===== src/rtl/mux4_rr_arbiter.sv =====
// Round-robin owner sequencer for a shared 4:1 mux channel.
// Per-grant burst limit, valid/ready handshake on the shared output.
module mux4_rr_arbiter #(
  parameter int WIDTH = 1,
  parameter int BURST = 4
) (
  input  logic             clk,
  input  logic             rst_n,
  input  logic [3:0]       req,
  input  logic [WIDTH-1:0] a,
  input  logic [WIDTH-1:0] b,
  input  logic [WIDTH-1:0] c,
  input  logic [WIDTH-1:0] d,
  input  logic             out_rdy,
  output logic [WIDTH-1:0] y,
  output logic             out_vld,
  output logic             s1,
  output logic             s0,
  output logic [3:0]       gnt,
  output logic             busy
);

  localparam int CW = (BURST > 1) ? $clog2(BURST) : 1;
  localparam logic [CW-1:0] LAST = CW'(BURST - 1);

  typedef enum logic {
    IDLE,
    GRANT
  } state_t;

  state_t        state;
  state_t        state_nxt;
  logic [1:0]    sel;
  logic [1:0]    sel_nxt;
  logic [1:0]    ptr;
  logic [1:0]    ptr_nxt;
  logic [3:0]    gnt_nxt;
  logic [CW-1:0] beat_cnt;
  logic [CW-1:0] beat_nxt;

  logic       xfer;
  logic       rel;
  logic [1:0] base;
  logic [3:0] rot;
  logic [1:0] off;
  logic [1:0] win;
  logic       found;

  assign busy    = (state == GRANT);
  assign out_vld = busy && req[sel];
  assign xfer    = out_vld && out_rdy;
  assign s1      = sel[1];
  assign s0      = sel[0];

  always_comb begin
    y = a;
    unique case (sel)
      2'd0: y = a;
      2'd1: y = b;
      2'd2: y = c;
      2'd3: y = d;
    endcase
  end

  // Owner drops its request, or the last beat of the burst transfers.
  assign rel = busy && (!req[sel] || (xfer && beat_cnt == LAST));

  // On release the search starts just past the old owner.
  assign base = busy ? sel + 2'd1 : ptr;

  always_comb begin
    rot = req;
    unique case (base)
      2'd0: rot = req;
      2'd1: rot = {req[0], req[3:1]};
      2'd2: rot = {req[1:0], req[3:2]};
      2'd3: rot = {req[2:0], req[3]};
    endcase
  end

  always_comb begin
    off = 2'd0;
    if (rot[0])
      off = 2'd0;
    else if (rot[1])
      off = 2'd1;
    else if (rot[2])
      off = 2'd2;
    else
      off = 2'd3;
  end

  assign found = |rot;
  assign win   = base + off;

  always_comb begin
    state_nxt = state;
    sel_nxt   = sel;
    ptr_nxt   = ptr;
    gnt_nxt   = gnt;
    beat_nxt  = beat_cnt;
    unique case (state)
      IDLE: begin
        if (found) begin
          state_nxt = GRANT;
          sel_nxt   = win;
          gnt_nxt   = 4'b0001 << win;
          beat_nxt  = '0;
        end
      end
      GRANT: begin
        if (rel) begin
          ptr_nxt = sel + 2'd1;
          if (found) begin
            sel_nxt  = win;
            gnt_nxt  = 4'b0001 << win;
            beat_nxt = '0;
          end else begin
            state_nxt = IDLE;
            gnt_nxt   = 4'b0000;
          end
        end else if (xfer) begin
          beat_nxt = beat_cnt + CW'(1);
        end
      end
    endcase
  end

  always_ff @(posedge clk or negedge rst_n) begin
    if (!rst_n) begin
      state    <= IDLE;
      sel      <= 2'd0;
      ptr      <= 2'd0;
      gnt      <= 4'b0000;
      beat_cnt <= '0;
    end else begin
      state    <= state_nxt;
      sel      <= sel_nxt;
      ptr      <= ptr_nxt;
      gnt      <= gnt_nxt;
      beat_cnt <= beat_nxt;
    end
  end

endmodule


===== config.mk =====
export PLATFORM = sky130hd
export DESIGN_NAME = mux4_rr_arbiter
export DESIGN_NICKNAME = d
export VERILOG_FILES = /design/src/rtl/mux4_rr_arbiter.sv
export SDC_FILE = /design/constraint.sdc
export NUM_CORES = 1
export LEC_CHECK = 0
export ABC_AREA = 1
export BUFFER_PORTS_ARGS = -buffer_cell sky130_fd_sc_hd__buf_2
export CELL_PAD_IN_SITES_DETAIL_PLACEMENT = 1
export CELL_PAD_IN_SITES_GLOBAL_PLACEMENT = 1
export CORE_AREA = 2 2 52 54
export CTS_CLUSTER_DIAMETER = 50
export DETAILED_ROUTE_END_ITERATION = 10
export DIE_AREA = 0 0 54 56
export PLACE_DENSITY = 0.8
export REMOVE_ABC_BUFFERS = 1
export SLEW_MARGIN = 5
export SYNTH_ARGS = -nofsm -noshare
export SYNTH_HDL_FRONTEND = slang
export SYNTH_SLANG_ARGS = --single-unit

===== constraint.sdc =====
create_clock -name clk -period 4.15 [get_ports clk]
set_clock_uncertainty 0.1 [all_clocks]
set_input_delay 0.415 -clock clk [delete_from_list [all_inputs] [get_ports clk]]
set_output_delay 0.415 -clock clk [all_outputs]
set_load 0.02 [all_outputs]

==> flow_summary.yaml <==
run_status:
  status: "complete, no violations"
clock_tree:
  clock-root-buffer: "clkbuf_4"
  cts_setup_buffers: 0
  post_cts_resized: 0
  cts_tree: "yes"
  h-tree-depth: 1
  clockBufferDepth: 2
  cts-buffers-inserted: 3
  clk_latency_ns: 0.27
  clock-sinks: 11
  clk_pin_slew_ns: 0.07
sta:
  hold_viol_final: 0
  maxClockFrequency_ghz: 0.325
  setup_viol: 0
  drv_slew: 0
  fin_crit_sh_pct: 74.2
  tightest_slew_ns: 0.334
  relSlewSlack_pct: 77.7
  rsz0062_at_grt: "no"
  period_needed_ns: 3.08
  fin_setup_tns_ns: 0
global_routing:
  grt_use_total_pct: 18.0
  overflow: 0
  antenna_found_initial: 0
  grt_pass1_wl_um: 4060
  grt_max_degree: 12
  grt_pass1_vias: 963
floorplan:
  die_width_um: 54
  initial_core_util_pct: 38.3
  num_rows: 18
  core_area_um2: 2430
  ios: 20
  die_y_um: 56
  die_area_um2: 3020
synth:
  synth_cell_type_count: 22
  ys_warn_count: 0
  synthCells: 133
  yosysTopAreaCellShare_pct: 29.5
  ys_seq_area_share_pct: 29.5
  synth_top_flop_cell: "dfrtp_1"
  synth-seq-cells: 11
  synthesis.area_um2: 932
  async_reset_ff_share_pct: 100
  synth.most_common_cell: "nand2_1"
  avgSynthCellArea_um2: 7.01
  synth_edf_count: 0
  yosys.area.top_type: "dfrtp_1"
  ys_top_cells_by_area: "dfrtp_1 30%, nand2_1 17%, nand3_1 11%, ha_1 8.1%, inv_1 5.2%"
  synthTopCellsByCount: "42 x nand2_1, 20 x nand3_1, 13 x inv_1, 11 x dfrtp_1"
critical_path:
  worst-path-buf-inv: 4
  worstPathRequired_ns: 4.21
  endpoint_kind: "flip-flop"
  cpPeakStageDelay_ns: 0.47
  crit_path_start_kind: "flip-flop"
  crit_fanout: 11
  cp_slowest_cell: "dfrtp_1"
  path_cells: "inv_1 -> ha_1 -> nand2_1 -> nand2_2 -> inv_2 -> nand2_2 -> or2_1 -> nand2_1 -> nand2_1 -> nand2_1 -> inv_1 -> ha_1 -> xor2_1 -> nand3_1 -> nand2_1 -> inv_1 -> nand3_1 -> nand2_1"
  cpMostUsedCell: "nand2_1"
  worstPathArrival_ns: 3.14
  crit_type: "flip-flop to flip-flop"
  cp_top_family: "simple AND/OR/NAND/NOR gates"
placed_design:
  port-buffer-count: 19
  hpwlAfterDp_um: 1910
  post_dp_cell_area_um2: 1040
  gp_congestion: 0.729
finish:
  final_util_pct: 44.3
  drive_gt1_share_pct: 22.6
  diodes: 0
  final_area_um2: 1080
  area_delta_synth_final_pct: 15.7
  finish.net_count: 173
drt:
  dr.pass1.iters: 4
  drc: 0
  viasPerCell: 4.97
  wl_per_cell_um: 12.5
  drtIter0Drc: 5
  num_vias: 919
  postRouteAntennaNets: 0
  routed_wl_um: 2310
min_path:
  min_path_type: "input port to flip-flop"
flow_run:
  maxCapViolCount: 0
-- layout by cell type, fill, tap and decap left out, types with 5 or more instances in the layout --
master   count
inv_1       13
o21ai_0      8
nor2_1       8
buf_2       19
nand2_1     42
dfrtp_1     11
nand3_1     20
nand2_2      5
ha_1         6
-- tightest hold or removal path: stages --
cell     delay [ns]
buf_2          0.11
nand2_1        0.07
mux2i_1        0.07
-- final timing paths --
check                      cells after the start  startpoint          end  slack (ns)
setup / recovery                              18      sel[0]       gnt[2]        1.07
hold / removal                                 3     out_rdy  beat_cnt[0]        0.35
setup reg to reg                              18      sel[0]       gnt[2]        1.07
hold reg to reg                                2      gnt[1]       gnt[1]        0.37
max in group asynchronous                      2       rst_n       ptr[1]        3.29
min in group asynchronous                      2       rst_n       gnt[0]        0.44
-- state kept, by name (all words and copies together), names as in the netlist --
register and count:
beat_cnt 2, gnt 4, ptr 2, sel 2, busy 1
-- logic make-up after synthesis --
family	Yosys count	share of synthesized area, %
compound gates	13	8.86
buf+inv	18	8.86
simple gates	83	42.7
flops	11	29.5
xor+xnor	1	0.940
mux	1	1.07
fa+ha+maj	6	8.05
-- through the flow --
stage	worst slack, ns	cells	hold WS [ns]
floorplan	1.30	131	0.0194
global placement	1.25	180	0.196
detailed placement	1.08	180	0.203
CTS	1.06	185	0.339
global route	0.784	185	0.386
finish	1.07	185	0.349
-- cell type report --
class | count | area, um2
clock buffer | 4 | 26.3
multi-input combinational | 104 | 574
inverter | 16 | 60.1
timing repair buffer | 20 | 105
fill | 336 | 1350
sequential | 11 | 275
tap | 30 | 37.5
-- what timing repair did --
| action | in CTS | in global routing |
|---|---|---|
| hold endpoints to repair | 11 | 0 |
| hold buffers | 1 | 0 |
| endpoints found under the setup margin | 0 | 0 |
-- routing by layer --
metal | global-route usage (%) | routed length (um)
met2 | 32.1 | 1200
met3 | 0.806 | 48
met4 | 8.57 | 41
met5 | 0 | 0
met1 | 21.0 | 1030
Power is left out: the tool's default activity adds up to more than one toggle a clock period on the data nets, which glitch-free logic cannot reach.
